**src/rtl/hazard_stall_ctrl.sv**
```systemverilog
`default_nettype none
// ============================================================================
// Module   : hazard_stall_ctrl
// Purpose  : Pipeline sequencer for the hazards that EX operand forwarding
//            cannot resolve: load-use, taken-branch redirect, multi-cycle EX
//            operations and data-memory wait. It drives per-stage
//            stall/flush/bubble controls and keeps a saturating stall counter.
// Ports    : clk, rst_n              clock, asynchronous active-low reset
//            i_rs1_id/i_rs2_id       ID source registers, with i_rs*_used_id
//            i_rd_ex, i_mem_read_ex  EX destination register / EX is a load
//            i_branch_taken_ex       EX redirect
//            i_mc_start_ex, i_mc_done  multi-cycle op held in EX / result pulse
//            i_dmem_req_mem, i_dmem_ready  MEM outstanding access / completion
//            o_mc_go                 start pulse to the multi-cycle unit
//            o_stall_if/id/ex/mem    hold PC, IF/ID, ID/EX, EX/MEM
//            o_flush_id, o_flush_ex, o_bubble_mem  kill / bubble controls
//            o_state                 00 RUN, 01 MC_BUSY, 10 MEM_WAIT
//            o_stall_cycles          saturating count of o_stall_if cycles
//            o_mc_timeout            sticky multi-cycle timeout flag
// Revision : 1.0 - initial release
// ============================================================================
module hazard_stall_ctrl #(
  parameter int MC_TIMEOUT = 64,
  parameter int CNT_W      = 32
) (
  input  logic             clk,
  input  logic             rst_n,
  input  logic [4:0]       i_rs1_id,
  input  logic [4:0]       i_rs2_id,
  input  logic             i_rs1_used_id,
  input  logic             i_rs2_used_id,
  input  logic [4:0]       i_rd_ex,
  input  logic             i_mem_read_ex,
  input  logic             i_branch_taken_ex,
  input  logic             i_mc_start_ex,
  input  logic             i_mc_done,
  input  logic             i_dmem_req_mem,
  input  logic             i_dmem_ready,
  output logic             o_mc_go,
  output logic             o_stall_if,
  output logic             o_stall_id,
  output logic             o_stall_ex,
  output logic             o_stall_mem,
  output logic             o_flush_id,
  output logic             o_flush_ex,
  output logic             o_bubble_mem,
  output logic [1:0]       o_state,
  output logic [CNT_W-1:0] o_stall_cycles,
  output logic             o_mc_timeout
);

  localparam int TMR_W = $clog2(MC_TIMEOUT + 1);
  localparam logic [TMR_W-1:0] C_TMR_LIMIT = TMR_W'(MC_TIMEOUT);

  typedef enum logic [1:0] {
    S_RUN      = 2'b00,
    S_MC_BUSY  = 2'b01,
    S_MEM_WAIT = 2'b10
  } state_t;

  state_t           r_state;
  state_t           w_state_nxt;
  logic [TMR_W-1:0] r_timer;
  logic [TMR_W-1:0] w_timer_nxt;
  logic             r_mc_timeout;
  logic [CNT_W-1:0] r_stall_cycles;
  logic             w_set_timeout;

  logic w_freeze;
  logic w_lu;
  logic w_mc_go;
  logic w_stall_if;
  logic w_stall_id;
  logic w_stall_ex;
  logic w_stall_mem;
  logic w_flush_id;
  logic w_flush_ex;
  logic w_bubble_mem;

  assign w_freeze = i_dmem_req_mem & ~i_dmem_ready;

  assign w_lu = i_mem_read_ex & (i_rd_ex != 5'd0) &
                ((i_rs1_used_id & (i_rs1_id == i_rd_ex)) |
                 (i_rs2_used_id & (i_rs2_id == i_rd_ex)));

  always_comb begin
    w_state_nxt   = r_state;
    w_timer_nxt   = r_timer;
    w_set_timeout = 1'b0;
    w_mc_go       = 1'b0;
    w_stall_if    = 1'b0;
    w_stall_id    = 1'b0;
    w_stall_ex    = 1'b0;
    w_stall_mem   = 1'b0;
    w_flush_id    = 1'b0;
    w_flush_ex    = 1'b0;
    w_bubble_mem  = 1'b0;

    case (r_state)
      // MEM_WAIT decodes exactly like RUN once the freeze lifts, so any
      // branch, load-use or multi-cycle start held in EX is acted on then.
      S_RUN, S_MEM_WAIT: begin
        if (w_freeze) begin
          w_stall_if  = 1'b1;
          w_stall_id  = 1'b1;
          w_stall_ex  = 1'b1;
          w_stall_mem = 1'b1;
          w_state_nxt = S_MEM_WAIT;
        end else begin
          w_state_nxt = S_RUN;
          if (i_mc_start_ex) begin
            w_mc_go = 1'b1;
            // A same-cycle completion needs no wait at all.
            if (!i_mc_done) begin
              w_stall_if   = 1'b1;
              w_stall_id   = 1'b1;
              w_stall_ex   = 1'b1;
              w_bubble_mem = 1'b1;
              w_state_nxt  = S_MC_BUSY;
              w_timer_nxt  = TMR_W'(1);
            end
          end else if (i_branch_taken_ex) begin
            w_flush_id = 1'b1;
            w_flush_ex = 1'b1;
          end else if (w_lu) begin
            w_stall_if = 1'b1;
            w_stall_id = 1'b1;
            w_flush_ex = 1'b1;
          end
        end
      end

      S_MC_BUSY: begin
        w_timer_nxt = r_timer + TMR_W'(1);
        if (w_freeze) begin
          w_stall_if  = 1'b1;
          w_stall_id  = 1'b1;
          w_stall_ex  = 1'b1;
          w_stall_mem = 1'b1;
        end else if (!i_mc_done && (r_timer != C_TMR_LIMIT)) begin
          w_stall_if   = 1'b1;
          w_stall_id   = 1'b1;
          w_stall_ex   = 1'b1;
          w_bubble_mem = 1'b1;
        end
        // The done pulse is consumed even while frozen; EX is held so the
        // captured result is not lost.
        if (i_mc_done) begin
          w_state_nxt = S_RUN;
          w_timer_nxt = '0;
        end else if (r_timer == C_TMR_LIMIT) begin
          w_set_timeout = 1'b1;
          w_state_nxt   = S_RUN;
          w_timer_nxt   = '0;
        end
      end

      default: begin
        w_state_nxt = S_RUN;
        w_timer_nxt = '0;
      end
    endcase
  end

  always_ff @(posedge clk or negedge rst_n) begin
    if (!rst_n) begin
      r_state        <= S_RUN;
      r_timer        <= '0;
      r_mc_timeout   <= 1'b0;
      r_stall_cycles <= '0;
    end else begin
      r_state <= w_state_nxt;
      r_timer <= w_timer_nxt;
      if (w_set_timeout) begin
        r_mc_timeout <= 1'b1;
      end
      if (w_stall_if && (r_stall_cycles != {CNT_W{1'b1}})) begin
        r_stall_cycles <= r_stall_cycles + CNT_W'(1);
      end
    end
  end

  // Controls are forced low while reset is held so a pending multi-cycle
  // start is not re-issued and no stage is stalled or flushed.
  assign o_mc_go        = rst_n & w_mc_go;
  assign o_stall_if     = rst_n & w_stall_if;
  assign o_stall_id     = rst_n & w_stall_id;
  assign o_stall_ex     = rst_n & w_stall_ex;
  assign o_stall_mem    = rst_n & w_stall_mem;
  assign o_flush_id     = rst_n & w_flush_id;
  assign o_flush_ex     = rst_n & w_flush_ex;
  assign o_bubble_mem   = rst_n & w_bubble_mem;
  assign o_state        = r_state;
  assign o_stall_cycles = r_stall_cycles;
  assign o_mc_timeout   = r_mc_timeout;

endmodule
`default_nettype wire

```
**config.mk**
```make
export PLATFORM = sky130hd
export DESIGN_NAME = hazard_stall_ctrl
export DESIGN_NICKNAME = d
export VERILOG_FILES = /design/src/rtl/hazard_stall_ctrl.sv
export SDC_FILE = /design/constraint.sdc
export NUM_CORES = 1
export LEC_CHECK = 0
export CORE_MARGIN = 5
export CORE_UTILIZATION = 48
export DETAILED_ROUTE_END_ITERATION = 8
export GPL_TIMING_DRIVEN = 0
export PLACE_DENSITY_LB_ADDON = 0.15
export RECOVER_POWER = 50
export SETUP_SLACK_MARGIN = 0.1
export SYNTH_ARGS = -nofsm -noshare
export SYNTH_HDL_FRONTEND = slang
export SYNTH_SLANG_ARGS = --single-unit
```
**constraint.sdc**
```tcl
create_clock -name clk -period 2.78 [get_ports clk]
set_input_delay 0.278 -clock clk [delete_from_list [all_inputs] [get_ports clk]]
set_output_delay 0.278 -clock clk [all_outputs]
set_load 0.01 [all_outputs]
```
Word-level counts from Yosys, hierarchy flattened
Cells that the tools add are included.

word-level totals
  output and inout bits = 43
  bits in read-only memories = 0
  bits in latches = 0
  register bits = 42
  word-level logic and storage cells = 81
  memory bits (writable) = 0
  memories kept = 0
  input bits = 25

operators by class
  $add $sub $neg = 2
  order comparisons = 0
  muxes and demuxes = 42
  bitwise gates (word level) = 14
  multiply operators = 0
  shift operators = 0
  eq/ne operators = 11
  reduce and logical (&&, ||, !) cells = 8
  div/mod/pow operators = 0

operator list
  cell                     count
  $mux W7                  5
  $add A32 B1 Y32 const B  1
  $ne A32 B32 Y1 const B   1
  $mux W1                  29
  $pmux W7 S2              1
  $and A1 B1 Y1            12
  $eq A5 B5 Y1             2
  $add A7 B1 Y7 const B    1
  $eq A7 B7 Y1 const B     1
  $ne A7 B7 Y1 const B     1
  $mux W2                  3
  $ne A2 B2 Y1 const B     3
  $pmux W1 S2              3
  $reduce_bool A5 Y1       1
  $pmux W2 S2              1
  $ne A3 B3 Y1 const B     1
  $reduce_and A3 Y1        1
  $reduce_or A3 Y1         1
  $eq A2 B1 Y1 const B     1
  $eq A2 B2 Y1 const B     1
  $logic_and A1 B1 Y1      2
  $logic_not A2 Y1         1
  $reduce_or A2 Y1         1
  $logic_not A1 Y1         1
  other kinds (2)          2

Depth between registers and ports, before layout
  depth in word-level cells = 10
  gate-level depth with buffers = 8
  mapped depth without buffers = 7

Worst setup path after synthesis
Ideal clock, no wire load.

  path kind = reg-to-reg
  from = reg r_stall_cycles[0] (netlist: o_stall_cycles[0])
  to = reg r_stall_cycles[31] (netlist: o_stall_cycles[31])
  stages on the path, launching flop included = 9
  clock period less this slack = 2.054 ns
  arrival = 1.923 ns
  setup time = 0.132 ns
  data required time = 2.648 ns
  path slack = 0.726 ns
  buffers on the path = 1
  cell sequence = dfrtp_1 > ha_1 > and4_1 > nand4_1 > or4_4 > buf_6 > nand4_1 > nor3_1 > xor2_1

on the way
  cells in the longest elaborated chain, start to end = 2
  elaborated cells on any way between the ends = 3
  classes of those cells = 1 x add/sub; 1 x eq/ne; 1 x reduce/logical

RTL lines
  element                                                                  line  source
  start, declared                                                          66    logic [CNT_W-1:0] r_stall_cycles;
  start signal, assigned                                                   178   r_stall_cycles <= r_stall_cycles + CNT_W'(1);
  parallel branches: the longest is 2 deep, another holds $add A32 B1 Y32  --

Several ways; the timed one is not identified.
A chain may end at the register's enable or synchronous reset.

Worst setup path after layout
  from = reg r_timer[5]
  to = out o_bubble_mem

on the way
  cells in the longest elaborated chain, start to end = 6

RTL lines
  element                 line  source
  start, declared         63    logic [TMR_W-1:0] r_timer;
  start signal, assigned  173   r_timer <= w_timer_nxt;
  $ne A7 B7 Y1            140   end else if (!i_mc_done && (r_timer != C_TMR_LIMIT)) begin
  $logic_and A1 B1 Y1     140
  $mux W1                 140
  $mux W1                 135   if (w_freeze) begin
  $pmux W1 S2             99    case (r_state)
  $and A1 B1 Y1           192   assign o_bubble_mem = rst_n & w_bubble_mem;
  end, declared           46    output logic o_bubble_mem,

Every way passes these cells.

==> metrics.yaml <==
routing:
  ant_nets: 0
  drc: 0
  wl_per_cell_um: 14.9
  drt_pass1_iterations: 4
  vias_per_cell: 5.40
  drt-total-wl_um: 5920
  vias: 2148
  drt_iter0_markers: 82
setup_path:
  path_max_fanout: 9
  rr_startpoint: "o_stall_cycles[0]$_DFFE_PN0P_"
  rr_endpoint: "o_stall_cycles[28]$_DFFE_PN0P_"
  worstSetupStartpointType: "flip-flop"
  r2r_setup_slack_ns: 0.44
  end_kind: "primary output"
  crit_required_ns: 2.50
  path_class: "flip-flop to primary output"
  cpPeakStageDelay_ns: 0.47
  cp.arrival_ns: 2.30
  critPathSlowestCell: "clkdlybuf4s50_1"
  rr_worst_depth: 7
  cp_cell_sequence: "nor4_1 -> nand3_1 -> buf_4 -> nand2_2 -> o31ai_1 -> and3b_1 -> clkdlybuf4s50_1"
yosys:
  yosysWarningCount: 0
  ys_seq_area_share_pct: 44.3
  synthXorXnorAreaFrac_pct: 14.4
  syn_inst: 245
  synth_cell_type_count: 44
  synth_edf_count: 0
  syn_area_um2: 2370
  synth.area.mux_share_pct: 1.42
  synth_compound_area_share_pct: 6.64
  synth-adder-area-share_pct: 1.58
  synth_ff_type: "dfrtp_1"
  async_flop_share_pct: 100
  yosys.area_share.simple_pct: 28.9
  synth-seq-cells: 42
  synth_fp_nets: 273
  avgSynthCellArea_um2: 9.69
  synth_top_family_by_area: "simple AND/OR/NAND/NOR gates"
outcome:
  status: "finished clean"
final_layout:
  multi_input_comb_area_um2: 1290
  fillers: 354
  fin_util_pct: 70.8
  layout.nets: 358
  fin_cells: 398
  post-route-cell-area_um2: 3370
  num_antenna_cells: 0
  area_delta_synth_final_pct: 41.8
  drive_above_1_share_pct: 12.1
  ff_latch_area_um2: 1050
placed_design:
  gp_congestion: 0.881
  placed_area_um2: 3140
  place_inst: 380
  dp_hpwl_um: 4300
  port_buffers: 67
sta:
  worst_slew_pin_slew_ns: 1.43
  hold_viol: 0
  period_minus_slack_ns: 2.57
  min_period_over_period_pct: 92.6
  setup_tns_ns: 0
  timing.fmax_ghz: 0.389
  setup_viol: 0
  rsz0062_at_grt: "no"
  maxSlewHeadroom_pct: 4.51
  slew_violations: 0
  finalClockSkew_ns: 0.00481
power:
  p_total_uw: 1600
  switching_power_uw: 448
  powerDensity_nw_per_um2: 475
  intPower_uw: 1150
  combPwrFrac_pct: 24.3
  switching_share_pct: 28.0
  p_clk_share_pct: 29.6
  vdd_drop_max_mv: 0.503
  cellLeakagePower_uw: 0.00162
  p_seq_share_pct: 46.0
clocking:
  htreeDepth: 2
  clk_latency_ns: 0.29
  cts_root_buf: "clkbuf_8"
  cts_max_path_buffers: 2
  clkTransAtPathRegs_ns: 0.08
  cts_made_buffers: 5
  clock_sinks: 42
  cts_tree: "yes"
floorplan:
  initial_utilization_pct: 49.9
  io_pins: 68
  core_area_um2: 4750
  die-area_um2: 6450
  rows: 25
  fp.dieW_um: 80.3
  die_h_um: 80.3
grt:
  grt_overflow: 0
  antenna_found_initial: 0
  grt_pass1_wl_um: 9650
  grt_usage_pct: 18.6
  grt_max_degree: 28
  grt_pass1_vias: 2142
job:
  maxCapViolCount: 0
min_path:
  hold_class: "primary input to asynchronous set/reset pin"
[per-stage QoR]
step | hold slack [ns] | worst slack, ns
floorplan | -0.0176 | 0.726
global placement | 0.461 | -0.845
detailed placement | 0.245 | -0.243
CTS | 0.467 | -0.00903
global route | 0.467 | 0.0672
finish | 0.439 | 0.206
[power by group through the flow]
stage                     sequential (uW)  combinational, uW  clock [uW]
after floorplan                       763                155           0
after global placement                747                374           0
after detailed placement              748                382           0
after CTS                             737                391         488
after global routing                  750                432         509
final                                 737                389         475
[logic make-up after synthesis]
group | Yosys count
flops | 42
simple gates | 126
compound gates | 21
mux | 3
buf+inv | 11
fa+ha+maj | 3
xor+xnor | 39
[placed cells by master, fill, tap and decap left out, types with 3 or more instances in the layout]
cell and count:
and4_1 5, nand2b_1 4, clkdlybuf4s50_1 42, dlymetal6s2s_1 6
dlygate4sd3_1 19, dfrtp_1 42, o31ai_1 3, buf_2 5
xnor2_1 12, nand2_1 18, nor3_1 13, nand4_1 8
inv_1 3, xor2_1 27, nand3_1 20, and3_1 7
nor2_1 28, ha_1 3, nor4_1 5, buf_4 10
o21ai_0 7, buf_6 3, clkbuf_8 5
[flip-flops by register name, indices dropped and copies added, names as in the netlist]
name	cells
o_mc_timeout	1
o_stall_cycles	32
o_state	2
r_timer	7
[metal layers]
| layer | routed length [um] | GRT usage (%) |
|---|---|---|
| met1 | 2620 | 23.1 |
| met2 | 2870 | 31.5 |
| met3 | 410 | 5.61 |
| met4 | 23 | 4.56 |
| met5 | 0 | 0 |
[worst max-delay path by stage]
stage | from | to | slack [ns] | cells past startpoint
floorplan | o_stall_cycles[0]$_DFFE_PN0P_ | o_stall_cycles[31]$_DFFE_PN0P_ | 0.73 | 8
global placement | rst_n | o_stall_if | -0.84 | 5
detailed placement | i_rd_ex[1] | o_stall_if | -0.24 | 9
CTS | i_rd_ex[1] | o_stall_if | -0.009 | 9
global route | r_timer[5]$_DFFE_PN0P_ | o_bubble_mem | 0.07 | 7
finish | r_timer[5]$_DFFE_PN0P_ | o_bubble_mem | 0.21 | 7
[synthesized netlist by cell type (2+ instances only)]
| library cell | count | area, um^2 |
|---|---|---|
| nor3_1 | 13 | 65.1 |
| and2_1 | 2 | 12.5 |
| ha_1 | 3 | 37.5 |
| nor2_1 | 28 | 105 |
| dfrtp_1 | 42 | 1050 |
| xor2_1 | 27 | 236 |
| nor3b_1 | 3 | 22.5 |
| and4_1 | 5 | 43.8 |
| nand4_1 | 8 | 50.1 |
| and3_1 | 7 | 43.8 |
| o41ai_1 | 2 | 17.5 |
| nor4_2 | 2 | 25.0 |
| o31ai_1 | 3 | 22.5 |
| nand2b_1 | 4 | 25.0 |
| nand2_1 | 19 | 71.3 |
| inv_1 | 3 | 11.3 |
| o21ai_0 | 7 | 35.0 |
| mux2_2 | 2 | 22.5 |
| nor4_1 | 5 | 31.3 |
| buf_2 | 5 | 25.0 |
| buf_6 | 2 | 22.5 |
| nand3_1 | 20 | 100 |
| xnor2_1 | 12 | 105 |
[what timing repair did]
action	in CTS	in global routing
setup buffers	1	8
hold buffers	1	0
endpoints found under the hold margin	15	0
setup endpoints to repair	3	4
resized for setup	3	12
gates cloned	0	0
pin swaps	1	6
[layout make-up]
| class | instances | area share, % |
|---|---|---|
| tap | 67 | 2.49 |
| clock inverter | 2 | 1.11 |
| buffer | 8 | 1.82 |
| sequential | 42 | 31.2 |
| multi-input combinational | 192 | 38.3 |
| clock buffer | 6 | 2.15 |
| inverter | 3 | 0.334 |
| timing repair buffer | 78 | 22.6 |
[worst max-delay path: cells and delay by family, from the launching register on]
family / cells / cell delay, ns
and+or+nand+nor: 4 / 0.82
DFF: 1 / 0.42
buffers and inverters: 2 / 0.64
AOI/OAI and AO/OA: 1 / 0.12
Power figures use the tool's default switching activity.
